--- src/rtl/spi_rx_pkg.sv ---
// Shared definitions for the SPI slave receive path.
//   state_t        : receive FSM states (IDLE, RECV, FLUSH)
//   BYTE_BITS      : bits per shifted SPI byte
//   sample_on_rise : selects the SCLK edge on which MOSI is sampled
package spi_rx_pkg;

  typedef enum logic [1:0] {
    IDLE  = 2'd0,
    RECV  = 2'd1,
    FLUSH = 2'd2
  } state_t;

  localparam int BYTE_BITS = 8;

  // Modes 0 and 3 sample on the rising SCLK edge, modes 1 and 2 on the falling edge.
  function automatic logic sample_on_rise(input int cpol, input int cpha);
    return (cpol == cpha);
  endfunction

endpackage

--- src/rtl/spi_rx_fifo.sv ---
// Synchronous first-word-fall-through FIFO for received bytes.
// Parameters:
//   DATA_W     : entry width ({tlast, tdata} = 9 bits by default)
//   FIFO_ABITS : log2 of the depth
// Ports:
//   clock, reset : system clock, synchronous active-high reset
//   wr_en/wr_data: push request; accepted when not full, or when full with
//                  a pop in the same cycle
//   rd_en        : pop the head entry (ignored when empty)
//   rd_data      : head entry, valid whenever empty is low
//   empty, full  : occupancy flags
module spi_rx_fifo
  import spi_rx_pkg::*;
#(
  parameter int DATA_W     = BYTE_BITS + 1,
  parameter int FIFO_ABITS = 2
) (
  input  logic              clock,
  input  logic              reset,
  input  logic              wr_en,
  input  logic [DATA_W-1:0] wr_data,
  input  logic              rd_en,
  output logic [DATA_W-1:0] rd_data,
  output logic              empty,
  output logic              full
);

  localparam int DEPTH = 2 ** FIFO_ABITS;

  logic [DATA_W-1:0]   mem [DEPTH];
  logic [FIFO_ABITS:0] wr_ptr;
  logic [FIFO_ABITS:0] rd_ptr;
  logic                do_wr;
  logic                do_rd;

  // Pointers carry one extra wrap bit to tell full from empty.
  assign empty = (wr_ptr == rd_ptr);
  assign full  = (wr_ptr[FIFO_ABITS] != rd_ptr[FIFO_ABITS]) &&
                 (wr_ptr[FIFO_ABITS-1:0] == rd_ptr[FIFO_ABITS-1:0]);

  assign do_rd = rd_en && !empty;
  assign do_wr = wr_en && (!full || do_rd);

  assign rd_data = mem[rd_ptr[FIFO_ABITS-1:0]];

  always_ff @(posedge clock) begin
    if (do_wr) begin
      mem[wr_ptr[FIFO_ABITS-1:0]] <= wr_data;
    end
  end

  always_ff @(posedge clock) begin
    if (reset) begin
      wr_ptr <= '0;
      rd_ptr <= '0;
    end else begin
      if (do_wr) wr_ptr <= wr_ptr + 1'b1;
      if (do_rd) rd_ptr <= rd_ptr + 1'b1;
    end
  end

endmodule

--- src/rtl/spi_rx_axis.sv ---
// SPI slave receive path: oversamples SCLK/CS/MOSI with the system clock and
// turns CS-delimited byte frames into an AXI4-Stream byte stream. The last
// byte of each frame carries tlast; it is only known once CS deasserts, so
// every byte waits in a holding register until the next byte or CS release.
// Optional build macro: SPI_RX_STATS_EN adds saturating frame/drop counters.
// Ports:
//   clock, reset      : system clock (>= 4x SCLK), synchronous active-high reset
//   spi_sclk_i        : SPI clock from the master (asynchronous)
//   spi_cs_ni         : chip select, active low (asynchronous)
//   spi_mosi_i        : master-out data (asynchronous)
//   m_axis_*          : AXI4-Stream byte output (tvalid/tready/tlast/tdata)
//   overflow_o        : sticky, a byte was dropped because the FIFO was full
//   frame_err_o       : one-cycle pulse, CS released with 1..7 stray bits
//   busy_o            : high while the FSM is not IDLE
//   frame_count_o     : (SPI_RX_STATS_EN) frames that delivered a final byte
//   drop_count_o      : (SPI_RX_STATS_EN) bytes dropped on a full FIFO
module spi_rx_axis
  import spi_rx_pkg::*;
#(
  parameter int SYNC_STAGES = 2,
  parameter int CPOL        = 0,
  parameter int CPHA        = 0,
  parameter int MSB_FIRST   = 1,
  parameter int FIFO_ABITS  = 2
) (
  input  logic                 clock,
  input  logic                 reset,
  input  logic                 spi_sclk_i,
  input  logic                 spi_cs_ni,
  input  logic                 spi_mosi_i,
  output logic                 m_axis_tvalid_o,
  input  logic                 m_axis_tready_i,
  output logic                 m_axis_tlast_o,
  output logic [BYTE_BITS-1:0] m_axis_tdata_o,
  output logic                 overflow_o,
  output logic                 frame_err_o,
  output logic                 busy_o
`ifdef SPI_RX_STATS_EN
  ,
  output logic [15:0]          frame_count_o,
  output logic [15:0]          drop_count_o
`endif
);

  localparam logic SCLK_IDLE = (CPOL != 0);
  localparam logic RISE_EDGE = sample_on_rise(CPOL, CPHA);

  logic [SYNC_STAGES-1:0] sclk_sync;
  logic [SYNC_STAGES-1:0] cs_sync;
  logic [SYNC_STAGES-1:0] mosi_sync;
  logic                   sclk_d;
  logic                   sclk_s;
  logic                   cs_s;
  logic                   mosi_s;
  logic                   sample_edge;

  state_t                 state;
  logic [2:0]             bit_cnt;
  logic [BYTE_BITS-1:0]   shift_reg;
  logic [BYTE_BITS-1:0]   new_byte;
  logic [BYTE_BITS-1:0]   hold_data;
  logic                   hold_vld;

  logic                   cap_bit;
  logic                   byte_done;
  logic                   push_now;
  logic                   push_last;
  logic                   flush_byte;

  logic                   push_vld_p1;
  logic [BYTE_BITS:0]     push_dat_p1;

  logic [BYTE_BITS:0]     fifo_rd_data;
  logic                   fifo_empty;
  logic                   fifo_full;
  logic                   pop;
  logic                   drop;

  // ---- stage p0: synchronisers and SCLK edge detect ----
  // Control syncs reset to idle levels so no false edge or CS is seen
  // right after reset release.
  always_ff @(posedge clock) begin
    if (reset) begin
      sclk_sync <= {SYNC_STAGES{SCLK_IDLE}};
      cs_sync   <= '1;
      sclk_d    <= SCLK_IDLE;
    end else begin
      sclk_sync <= {sclk_sync[SYNC_STAGES-2:0], spi_sclk_i};
      cs_sync   <= {cs_sync[SYNC_STAGES-2:0], spi_cs_ni};
      sclk_d    <= sclk_sync[SYNC_STAGES-1];
    end
  end

  always_ff @(posedge clock) begin
    mosi_sync <= {mosi_sync[SYNC_STAGES-2:0], spi_mosi_i};
  end

  assign sclk_s      = sclk_sync[SYNC_STAGES-1];
  assign cs_s        = cs_sync[SYNC_STAGES-1];
  assign mosi_s      = mosi_sync[SYNC_STAGES-1];
  assign sample_edge = RISE_EDGE ? (sclk_s && !sclk_d) : (!sclk_s && sclk_d);

  // ---- stage p0 -> p1: receive FSM, shifter and holding register ----
  always_comb begin
    new_byte = (MSB_FIRST != 0) ? {shift_reg[BYTE_BITS-2:0], mosi_s}
                                : {mosi_s, shift_reg[BYTE_BITS-1:1]};
    // CS release wins over a coincident sample edge.
    cap_bit    = (state == RECV) && !cs_s && sample_edge;
    byte_done  = cap_bit && (bit_cnt == 3'd7);
    flush_byte = (state == FLUSH) && hold_vld;
    push_now   = (byte_done && hold_vld) || flush_byte;
    push_last  = (state == FLUSH);
  end

  always_ff @(posedge clock) begin
    if (cap_bit)   shift_reg   <= new_byte;
    if (byte_done) hold_data   <= new_byte;
    if (push_now)  push_dat_p1 <= {push_last, hold_data};
  end

  always_ff @(posedge clock) begin
    if (reset) begin
      state       <= IDLE;
      bit_cnt     <= '0;
      hold_vld    <= 1'b0;
      push_vld_p1 <= 1'b0;
      frame_err_o <= 1'b0;
      busy_o      <= 1'b0;
    end else begin
      push_vld_p1 <= push_now;
      frame_err_o <= 1'b0;
      case (state)
        IDLE: begin
          if (!cs_s) begin
            state   <= RECV;
            bit_cnt <= '0;
            busy_o  <= 1'b1;
          end
        end
        RECV: begin
          if (cs_s) begin
            state   <= FLUSH;
            bit_cnt <= '0;
            if (bit_cnt != 3'd0) frame_err_o <= 1'b1;
          end else if (cap_bit) begin
            bit_cnt <= bit_cnt + 3'd1;
            if (byte_done) hold_vld <= 1'b1;
          end
        end
        FLUSH: begin
          hold_vld <= 1'b0;
          state    <= IDLE;
          busy_o   <= 1'b0;
        end
        default: begin
          state  <= IDLE;
          busy_o <= 1'b0;
        end
      endcase
    end
  end

  // ---- stage p1 -> FIFO: push, overflow detection ----
  assign pop  = m_axis_tvalid_o && m_axis_tready_i;
  assign drop = push_vld_p1 && fifo_full && !pop;

  spi_rx_fifo #(
    .DATA_W     (BYTE_BITS + 1),
    .FIFO_ABITS (FIFO_ABITS)
  ) u_fifo (
    .clock   (clock),
    .reset   (reset),
    .wr_en   (push_vld_p1),
    .wr_data (push_dat_p1),
    .rd_en   (pop),
    .rd_data (fifo_rd_data),
    .empty   (fifo_empty),
    .full    (fifo_full)
  );

  always_ff @(posedge clock) begin
    if (reset) begin
      overflow_o <= 1'b0;
    end else if (drop) begin
      overflow_o <= 1'b1;
    end
  end

  // FIFO memory is not reset, so the head is masked while the FIFO is empty.
  assign m_axis_tvalid_o = !fifo_empty;
  assign m_axis_tlast_o  = m_axis_tvalid_o && fifo_rd_data[BYTE_BITS];
  assign m_axis_tdata_o  = m_axis_tvalid_o ? fifo_rd_data[BYTE_BITS-1:0] : '0;

`ifdef SPI_RX_STATS_EN
  always_ff @(posedge clock) begin
    if (reset) begin
      frame_count_o <= '0;
      drop_count_o  <= '0;
    end else begin
      if (flush_byte && (frame_count_o != 16'hFFFF)) frame_count_o <= frame_count_o + 16'd1;
      if (drop && (drop_count_o != 16'hFFFF))        drop_count_o  <= drop_count_o + 16'd1;
    end
  end
`endif

endmodule

--- config.mk ---
export PLATFORM = sky130hd
export DESIGN_NAME = spi_rx_axis
export DESIGN_NICKNAME = d
export VERILOG_FILES = /design/src/rtl/spi_rx_pkg.sv /design/src/rtl/spi_rx_fifo.sv /design/src/rtl/spi_rx_axis.sv
export SDC_FILE = /design/constraint.sdc
export NUM_CORES = 1
export LEC_CHECK = 0
export CAP_MARGIN = 20
export CORE_MARGIN = 8
export CORE_UTILIZATION = 30
export DETAILED_ROUTE_END_ITERATION = 12
export SLEW_MARGIN = 20
export SYNTH_ARGS = -nofsm -noshare
export SYNTH_HDL_FRONTEND = slang
export SYNTH_SLANG_ARGS = --single-unit
export TNS_END_PERCENT = 1
--- constraint.sdc ---
create_clock -name clock -period 2.8 [get_ports clock]
set_clock_uncertainty 0.05 [all_clocks]
set_input_delay 0.42 -clock clock [delete_from_list [all_inputs] [get_ports clock]]
set_output_delay 0.42 -clock clock [all_outputs]
set_load 0.005 [all_outputs]
After elaboration in Yosys (flattened, before gate mapping) --
Memories as Yosys holds them, arrays and structs flattened. A register that Yosys moved wholly into a read port is not among the register bits. Index checks and enable logic that the tools add are counted. Widths: inputs -> output; s select.
Operators by class: reduce and logical (&&, ||, !) cells 29, eq/ne operators 12, muxes and demuxes 19, $add $sub $neg 3, bitwise gates (word level) 2
Operator list (number):
- $logic_and 1x1->1 | 13
- $ne 2x2->1 const B | 5
- $add 3x1->3 const B | 3
- $mux 3 | 3
- $mux 2 | 4
- $mux 8 | 1
- $mux 1 | 7
- $pmux 3 s2 | 1
- $logic_not 1->1 | 5
- $pmux 1 s2 | 2
- $pmux 2 s2 | 1
- $reduce_and 2->1 | 2
- $reduce_and 4->1 | 1
- $reduce_bool 2->1 | 2
- $eq 3x3->1 | 1
- $eq 3x3->1 const B | 1
- $ne 3x3->1 const B | 1
- $reduce_and 3->1 | 1
- $reduce_bool 3->1 | 1
- $reduce_or 3->1 | 1
- $eq 2x1->1 const B | 1
- $eq 2x2->1 | 1
- $eq 2x2->1 const B | 1
- $logic_not 2->1 | 1
- 3 further kinds | 5
Word-level totals: memories kept 1, word-level logic and storage cells 82, output and inout port bits 13, bits of input ports 6, bits in writable memories 36, register bits 47
Memory list:
- u_fifo.mem | words 4, bits a word 9, rd ports 1, clocked after Yosys merged registers in 1, wr ports 1, line spi_rx_fifo.sv:30 | logic [DATA_W-1:0] mem [DEPTH];

Longest topological paths before layout --
word-level depth 8, depth in mapped cells 5, depth with buffers taken out 5

Hierarchy --
From an unflattened synthesis, not the netlist that was laid out.
Second synthesis, totals: cell total of the unflattened synthesis 200, area, all modules 3288.2 um^2
Modules (own cells, without submodules):
- spi_rx_fifo | area an instance 1841.8 um^2, cells each 102, times used 1
- spi_rx_axis | area an instance 1446.4 um^2, cells each 98, times used 1

Worst setup path before layout --
Ideal clock, no wire load.
path kind register to register, from register state[0], to register push_dat_p1[0] (enable), setup time 374 ps, required time 2376 ps, arrival 1505 ps, slack 871 ps, cell stages (with the launch flop) 5, period minus slack after synthesis 1929 ps, path through dfxtp_1 nor3b_2 and3b_1 a21oi_1 nor2_1
Between the ends: word-level cells in the longest chain between the ends 6, elaborated cells on any way between the ends 8, those cells by class eq/ne (2); reduce/logical (6)
Ends and longest elaborated chain:
- start, declared | line spi_rx_axis.sv:57 | state_t state;
- start signal, assigned | line spi_rx_axis.sv:123 | state <= IDLE;
- start signal, assigned | line spi_rx_axis.sv:135 | state <= RECV;
- start signal, assigned | line spi_rx_axis.sv:142 | state <= FLUSH;
- $eq 2x1->1 | line spi_rx_axis.sv:108 | cap_bit = (state == RECV) && !cs_s && sample_edge;
- $logic_and 1x1->1 (2 in a row) | line spi_rx_axis.sv:108
- net cap_bit | line spi_rx_axis.sv:64 | logic cap_bit;
- $logic_and 1x1->1 | line spi_rx_axis.sv:109 | byte_done = cap_bit && (bit_cnt == 3'd7);
- $logic_and 1x1->1 | line spi_rx_axis.sv:111 | push_now = (byte_done && hold_vld) || flush_byte;
- $logic_or 1x1->1 | line spi_rx_axis.sv:111
- net push_now | line spi_rx_axis.sv:66 | logic push_now;
- end signal, assigned | line spi_rx_axis.sv:118 | if (push_now) push_dat_p1 <= {push_last, hold_data};
- end, declared | line spi_rx_axis.sv:71 | logic [BYTE_BITS:0] push_dat_p1;
The timed path passes the listed nets, and every way through them passes these cells. A chain may end at the register's enable or synchronous reset.

Final worst setup path --
from register u_fifo.wr_ptr[0], to output m_axis_tdata_o[5]
Between the ends: word-level cells in the longest chain between the ends 2
Ends and longest elaborated chain:
- start, declared | line spi_rx_fifo.sv:31 | logic [FIFO_ABITS:0] wr_ptr;
- start signal, assigned | line spi_rx_fifo.sv:57 | if (do_wr) wr_ptr <= wr_ptr + 1'b1;
- $eq 3x3->1 | line spi_rx_fifo.sv:37 | assign empty = (wr_ptr == rd_ptr);
- $mux 8 | line spi_rx_axis.sv:192 | assign m_axis_tdata_o = m_axis_tvalid_o ? fifo_rd_data[BYTE_BITS-1:0] : '0;
- end, declared | line spi_rx_axis.sv:34 | output logic [BYTE_BITS-1:0] m_axis_tdata_o,
Every way passes these cells.

==> flow_summary.json <==
{
  "outcome": "completed",
  "slowest_delay_ps": 520,
  "detail_route.wl_per_cell_um": 12.9,
  "fin_crit_ps": 2520,
  "async_flop_share_pct": 0,
  "whs_ps": 282,
  "area_growth_pct": 17.5,
  "yosysMostFrequentCell": "edfxtp_1",
  "grt_pass1_wl_um": 7720,
  "p_leak_nw": 1.24,
  "post_synth_instance_area_um2": 3150,
  "drtIter0Drc": 47,
  "reg2reg_to": "u_fifo.mem[0][4]",
  "dieArea_um2": 14000,
  "io_pins": 19,
  "clockBufferDepth": 2,
  "start_util_pct": 30.6,
  "cts_max_level": 3,
  "cts_sinks": 85,
  "fin_nets": 228,
  "cts_root_buffer": "clkbuf_8",
  "cp-startpoint": "u_fifo.wr_ptr[0]",
  "worstHoldPathCells": 0,
  "path_cells": "xor2_2 -> nor3_4 -> nor2b_1 -> clkdlybuf4s50_1",
  "tightest_slew_ps": 508,
  "cap_viol_max_count": 0,
  "rsz0062_at_grt": "no",
  "clkTransAtPathRegs_ps": 90,
  "firstDrtPassIters": 4,
  "synth_common_cells": "edfxtp_1 (60), dfxtp_1 (25), nor2b_1 (16)",
  "path_buf_inv": 1,
  "cts_inserted_buffers": 9,
  "antenna_found_initial": 0,
  "rr_worst_depth": 4,
  "drc_errors": 0,
  "max_freq_mhz": 397,
  "criticalPathCategory": "reg -> out",
  "slowest_stage": "clkdlybuf4s50_1",
  "synth-seq-cells": 85,
  "rows": 37,
  "hold_viol": 0,
  "worstPathRequired_ps": 2330,
  "synthCells": 185,
  "critPathTopFamily": "buffers and inverters",
  "numPortBuffers": 18,
  "gp_congestion": 0.722,
  "drive_above_1_share_pct": 16.9,
  "grt_overflow": 0,
  "arrival_ps": 2050,
  "die_w_um": 118,
  "fin_area_um2": 3700,
  "post-route-period-util_pct": 90.0,
  "ant_nets": 0,
  "end_kind": "output pin",
  "cts_setup_buffers": 0,
  "largest_reg_flops": 36,
  "setup_viol": 0,
  "clkLatencyLatePin_ps": 340,
  "cellPowerDensity_nw_per_um2": 582,
  "antenna_cells": 0,
  "yosys_warnings": 0,
  "ys_types": 32,
  "core_area_um2": 10300,
  "drv_slew": 0,
  "synth_top_cells_by_area": "edfxtp_1 (57%), dfxtp_1 (16%), mux4_2 (6.4%)",
  "vias": 1509,
  "placed_cell_area_um2": 3510,
  "start_kind": "flip-flop",
  "pre_cts_slack_ps": 473,
  "wl_um": 4570,
  "grt_max_degree": 17,
  "viasPerCell": 4.25,
  "r2r-start": "u_fifo.wr_ptr[0]",
  "hold_path_class": "reg -> reg",
  "hold_end": "mosi_sync[1]",
  "worst_hold_startpoint": "mosi_sync[0]",
  "synth.yosys.seq_area_share_pct": 73.1,
  "fin_tns_setup_ps": 0,
  "irDropWorstVdd_mv": 0.263,
  "cp_max_fo": 10,
  "synth_fp_nets": 199,
  "synth_flop_cell": "edfxtp_1",
  "setup_ws_ps": 279,
  "synth_edf_count": 60,
  "synth.top_cell.area_share_pct": 57.2,
  "die_y_um": 118,
  "cts_tree": "built",
  "hpwl_um": 3110,
  "grt_pass1_vias": 1563,
  "grt_use_total_pct": 7.14,
  "syn_avg_cell_area_um2": 17.0,
  "yosysTopAreaCell": "edfxtp_1",
  "slew_headroom_pct": 65.9,
  "rrSetupSlack_ps": 740
}
-- layout by cell type, fill, tap and decap left out, types with 3 or more instances in the layout --
master / n
nand2b_1: 4
xor2_1: 4
clkbuf_8: 9
clkdlybuf4s50_1: 18
a21oi_1: 5
ha_1: 8
mux4_2: 9
and2_1: 5
edfxtp_1: 60
buf_4: 4
nor2_1: 11
inv_6: 3
dfxtp_1: 25
inv_1: 8
nor2b_1: 16
-- cell families after synthesis --
group	count (synthesis)	synth area share [%]
fa+ha+maj	8	3.18
flops	85	73.1
buf+inv	12	1.47
xor+xnor	8	2.70
mux	11	7.07
compound gates	13	3.66
simple gates	48	8.82
-- stage by stage --
step | std cells | power [mW] | utilization, %
after floorplan | 185 | 1.38 | -
after global placement | 339 | 1.39 | 34.2
after detailed placement | 339 | 1.39 | 34.2
after CTS | 355 | 2.18 | 35.9
after global routing | 355 | 2.24 | 36.0
final | 355 | 2.15 | 36.0
-- worst max-delay path by stage --
stage | end | slack (ps) | cells past startpoint
5_1_grt | m_axis_tdata_o[5] | 110 | 4
2_1_floorplan | push_dat_p1[0] | 870 | 4
3_3_place_gp | u_fifo.mem[0][2] | 480 | 4
3_5_place_dp | m_axis_tdata_o[0] | 470 | 4
6_report | m_axis_tdata_o[5] | 280 | 4
4_1_cts | m_axis_tdata_o[0] | 80 | 4
-- layout make-up --
type                    count  area [um^2]
fillers                  1008         6580
repair buffers             22          210
clock buffers               9          124
well taps                 136          170
inverters                   8         30.0
flip-flops and latches     85         2300
clock inverters             7         56.3
multi-input cells          88          807
-- power by group --
part / internal (mW) / leakage (nW) / switching, mW
clock: 0.336 / 0.0963 / 0.457
sequential: 1.33 / 0.744 / 0.00334
combinational: 0.0138 / 0.401 / 0.0106
-- timing repair --
action | in CTS | in global routing
hold buffers | 0 | 0
gates resized for setup | 0 | 1
setup endpoints to repair | 0 | 10
-- layer usage --
metal	vias to the layer above	global-route usage [%]	part of all wire, %
met2	33	11.5	48
met3	8	2.76	6.0
met5	-	0	0
met4	0	4.51	1.8
met1	736	7.84	44
li1	732	-	-
Power figures use the tool's default switching activity.
